File: config.mk
export PLATFORM = sky130hd
export DESIGN_NAME = stream_serializer
export DESIGN_NICKNAME = d
export VERILOG_FILES = /design/src/rtl/stream_serializer.sv
export SDC_FILE = /design/constraint.sdc
export NUM_CORES = 1
export LEC_CHECK = 0
export CELL_PAD_IN_SITES_DETAIL_PLACEMENT = 1
export CELL_PAD_IN_SITES_GLOBAL_PLACEMENT = 1
export CORE_MARGIN = 2
export CORE_UTILIZATION = 33
export DETAILED_ROUTE_END_ITERATION = 10
export HOLD_SLACK_MARGIN = 0.1
export PLACE_DENSITY_LB_ADDON = 0.1
export SYNTH_ARGS = -nofsm -noshare
export SYNTH_HDL_FRONTEND = slang
export SYNTH_SLANG_ARGS = --single-unit
File: constraint.sdc
create_clock -name clk_i -period 1.3 [get_ports clk_i]
set_clock_uncertainty 0.15 [all_clocks]
set_input_delay 0.325 -clock clk_i [delete_from_list [all_inputs] [get_ports clk_i]]
set_output_delay 0.325 -clock clk_i [all_outputs]
set_load 0.01 [all_outputs]
File: src/rtl/stream_serializer.sv
// Width-down serializer: splits each DataWidth-bit input word into Ratio OutWidth-bit beats.
// Latency 1 cycle from word accept to first beat; input is only ready when idle or on the last beat's handshake.
module stream_serializer #(
  parameter int DataWidth = 16,
  parameter int OutWidth  = 4,
  parameter bit LsbFirst  = 1'b1
) (
  input  logic                 clk_i,
  input  logic                 arst_i,
  input  logic [DataWidth-1:0] din_i,
  input  logic                 din_val_i,
  output logic                 din_rdy_o,
  output logic [OutWidth-1:0]  dout_o,
  output logic                 dout_val_o,
  input  logic                 dout_rdy_i,
  output logic                 dout_last_o,
  output logic                 busy_o
);

  localparam int Ratio = DataWidth / OutWidth;
  localparam int CntW  = (Ratio > 1) ? $clog2(Ratio) : 1;
  localparam logic [CntW-1:0] LastCnt = CntW'(Ratio - 1);

  typedef enum logic {IDLE, SHIFT} state_e;

  state_e               state_q, state_d;
  logic [CntW-1:0]      cnt_q, cnt_d;
  logic [DataWidth-1:0] shift_q, shift_d;
  logic                 last_q, last_d;
  logic                 out_hs, in_hs;

  assign dout_val_o  = (state_q == SHIFT);
  assign busy_o      = (state_q == SHIFT);
  assign dout_last_o = last_q;
  assign dout_o      = LsbFirst ? shift_q[OutWidth-1:0] : shift_q[DataWidth-1 -: OutWidth];

  // Ready may follow dout_rdy_i combinationally so a new word lands on the last beat's handshake.
  assign out_hs    = dout_val_o & dout_rdy_i;
  assign din_rdy_o = (state_q == IDLE) | (out_hs & last_q);
  assign in_hs     = din_val_i & din_rdy_o;

  always_comb begin
    state_d = state_q;
    cnt_d   = cnt_q;
    shift_d = shift_q;
    last_d  = last_q;
    case (state_q)
      IDLE: begin
        if (in_hs) begin
          state_d = SHIFT;
          shift_d = din_i;
          cnt_d   = '0;
          last_d  = 1'b0;
        end
      end
      SHIFT: begin
        if (out_hs) begin
          if (!last_q) begin
            shift_d = LsbFirst ? (shift_q >> OutWidth) : (shift_q << OutWidth);
            cnt_d   = cnt_q + CntW'(1);
            last_d  = (cnt_d == LastCnt);
          end else if (in_hs) begin
            shift_d = din_i;
            cnt_d   = '0;
            last_d  = 1'b0;
          end else begin
            state_d = IDLE;
            cnt_d   = '0;
            last_d  = 1'b0;
          end
        end
      end
      default: state_d = IDLE;
    endcase
  end

  always_ff @(posedge clk_i or posedge arst_i) begin
    if (arst_i) begin
      state_q <= IDLE;
      cnt_q   <= '0;
      shift_q <= '0;
      last_q  <= 1'b0;
    end else begin
      state_q <= state_d;
      cnt_q   <= cnt_d;
      shift_q <= shift_d;
      last_q  <= last_d;
    end
  end

endmodule

==> results.py <==
metrics = {
    "floorplanning": {
        "io_pins": 28,
        "die_h_um": 62.4,
        "core-area_mm2": 0.00331,
        "initial_utilization": 0.341,
        "num_rows": 21,
        "dieArea_mm2": 0.00390,
        "die_w_um": 62.4,
    },
    "placed_design": {
        "hpwl_um": 2020,
        "place_congestion": 0.738,
        "dpl.cell_count": 191,
        "portBuffers": 27,
    },
    "power": {
        "pwr-share-clk": 0.121,
        "powerDensity_mw_per_mm2": 1870,
        "p_sw_mw": 1.13,
        "leakage_nw": 0.832,
        "vdd_drop_max_mv": 0.755,
        "pwr-share-comb": 0.533,
        "seq_power_share": 0.346,
        "p_int_mw": 2.01,
        "netSwitchingFraction": 0.360,
    },
    "routing": {
        "vias_per_cell": 5.13,
        "drt_pre_antenna_iters": 7,
        "final_antenna_net_count": 0,
        "wl_per_cell_um": 15.1,
        "dr.first_iter.drc_count": 63,
        "finalWirelength_um": 3190,
        "num_vias": 1083,
        "drc": 0,
    },
    "grt": {
        "grt_max_degree": 21,
        "grt_pass1_wl_um": 5330,
        "grt_use_total": 0.174,
        "overflow": 0,
        "grt_antenna_before_repair": 0,
        "grt_pass1_vias": 1140,
    },
    "cells_and_area": {
        "nets": 187,
        "area_growth_pct": 48.8,
        "layout.cells.non_filler": 211,
        "antennaDiodeCount": 0,
        "fillers": 406,
        "drive_gt1_frac": 0.352,
        "utilization": 0.507,
    },
    "synthesis": {
        "ys.flop_type": "dfrtp_1",
        "syn_nets": 139,
        "syn_avg_cell_area_um2": 9.55,
        "synth_edf_count": 0,
        "ys_seq_area_frac": 0.444,
        "synth_common_cells": "27 x inv_1, 20 x dfrtp_1, 13 x o22ai_1",
        "synth.most_common_cell": "inv_1",
        "synth_warnings": 0,
        "synth_area_mm2": 0.00113,
        "async_reset_ff_frac": 1.00,
        "synth.area.top_cells": "dfrtp_1 44%, a222oi_1 11%, inv_1 9.0%",
        "synth_top_area_share": 0.444,
        "syn_inst": 118,
        "synth_seq_cells": 20,
        "synth.distinct_cells": 25,
        "yosys.area.top_type": "dfrtp_1",
    },
    "timing": {
        "setup_ws_ps": -199,
        "max_slew.worst_pin.slew_ps": 383,
        "grt_setup_unrepaired": "true",
        "hold_viol_final": 0,
        "slew-limit-headroom": 0.745,
        "finalCriticalPeriod_ps": 1500,
        "fmax_ghz": 0.667,
        "finalCritPeriodShare": 1.15,
        "finalMaxSlewViolations": 0,
        "setup_viol": 26,
        "fin_hold_ws_ps": 174,
    },
    "clock_network": {
        "clock_latency_ps": 310,
        "clockBufferDepth": 2,
        "h-tree-depth": 1,
        "clock-sinks": 20,
        "cts_root_buf": "clkbuf_4",
        "cts_made_buffers": 3,
        "cts_tree": "yes",
        "clk_pin_slew_worst_paths_ps": 120,
    },
    "setup_path": {
        "r2r-start": "busy_o$_DFF_PP0_",
        "startpoint": "busy_o$_DFF_PP0_",
        "startpoint_type": "flip-flop",
        "crit_fanout": 4,
        "crit_type": "flip-flop to primary output",
        "cp.arrival_ps": 1020,
        "worstPathRequired_ps": 820,
        "end_kind": "primary output",
    },
    "run": {
        "drv_cap": 0,
    },
    "run_status": {
        "violations": "setup timing",
        "outcome": "finished with violations",
    },
    "min_path": {
        "hold_class": "primary input to async pin",
    },
}
## power by group through the flow
stage	Clock (mW)	Combinational (mW)	Sequential [mW]
after global placement	0	1.29	1.08
after floorplan	0	0.889	1.08
after CTS	0.401	1.53	1.08
after detailed placement	0	1.34	1.11
after global routing	0.422	1.85	1.13
final	0.380	1.67	1.09
## critical path, stage by stage (launching register included)
cell	delay, ps
dfrtp_2	450
buf_6	120
nand2_4	50
buf_6	90
## routing by layer
| metal | routed length [um] | GRT usage | share of wire | up-vias |
|---|---|---|---|---|
| li1 | - | - | - | 510 |
| met1 | 1260 | 0.200 | 0.39 | 531 |
| met2 | 1680 | 0.302 | 0.53 | 36 |
| met3 | 179 | 0.0396 | 0.056 | 6 |
| met4 | 65 | 0.0889 | 0.020 | 0 |
| met5 | 0 | 0 | 0 | - |
## layout by cell type, fill, tap and decap left out, types with 2 or more instances in the layout
master	count
a222oi_1	12
buf_2	6
nand3b_1	2
buf_4	23
nor2_1	4
a21oi_1	3
o21ai_0	2
inv_1	27
o22ai_1	12
dlygate4sd2_1	2
buf_12	3
buf_6	4
clkdlybuf4s50_1	17
dfrtp_1	19
o21ai_2	2
o31ai_1	2
clkbuf_4	3
## cell type report
cell class	count	area [um^2]	area share
Sequential cell	20	502	0.299
Timing Repair Buffer	56	510	0.304
Clock buffer	4	36.3	0.0216
Tap cell	46	57.6	0.0343
Multi-Input combinational cell	56	459	0.274
Inverter	29	113	0.0671
## what timing repair did
action,CTS,global route
buffers inserted,9,7
cloned,0,0
pin swaps,15,2
gates resized for setup,51,4
endpoints found under the setup margin,26,27
hold buffers,0,0
## registers in the layout (all words and copies together) (netlist names)
signal and flops:
busy_o 1, dout_last_o 1, cnt_q 2, shift_q 16
## worst paths after layout
kind,to,slack (ps),depth (start not counted)
setup reg to reg,shift_q[14]$_DFFE_PP0P_,-150,6
setup / recovery,din_rdy_o,-200,3
hold / removal,shift_q[1]$_DFFE_PP0P_,170,3
hold reg to reg,shift_q[13]$_DFFE_PP0P_,400,2
max in group asynchronous,busy_o$_DFF_PP0_,680,3
min in group clk_i,busy_o$_DFF_PP0_,390,5
## cells by family after synthesis
kind of cell | Yosys count | share of synthesized area
flip-flops | 20 | 0.444
AND/OR/NAND/NOR | 15 | 0.0732
adder cells (fa/ha/maj) | 1 | 0.0111
buffers and inverters | 42 | 0.199
AO/OA/AOI/OAI | 40 | 0.273
## through the flow
stage          instance area [um^2]  power (mW)  worst slack, ps  TNS [ps]
6_report                       1680        3.14             -199     -2840
5_1_grt                        1680        3.40             -251     -4550
4_1_cts                        1610        3.02             -216     -2880
3_5_place_dp                   1470        2.45             -676    -12020
3_3_place_gp                   1470        2.38             -651    -11510
2_1_floorplan                  1140        1.97            -6.65     -6.65
Note: power is estimated with default switching activity, not from simulation.
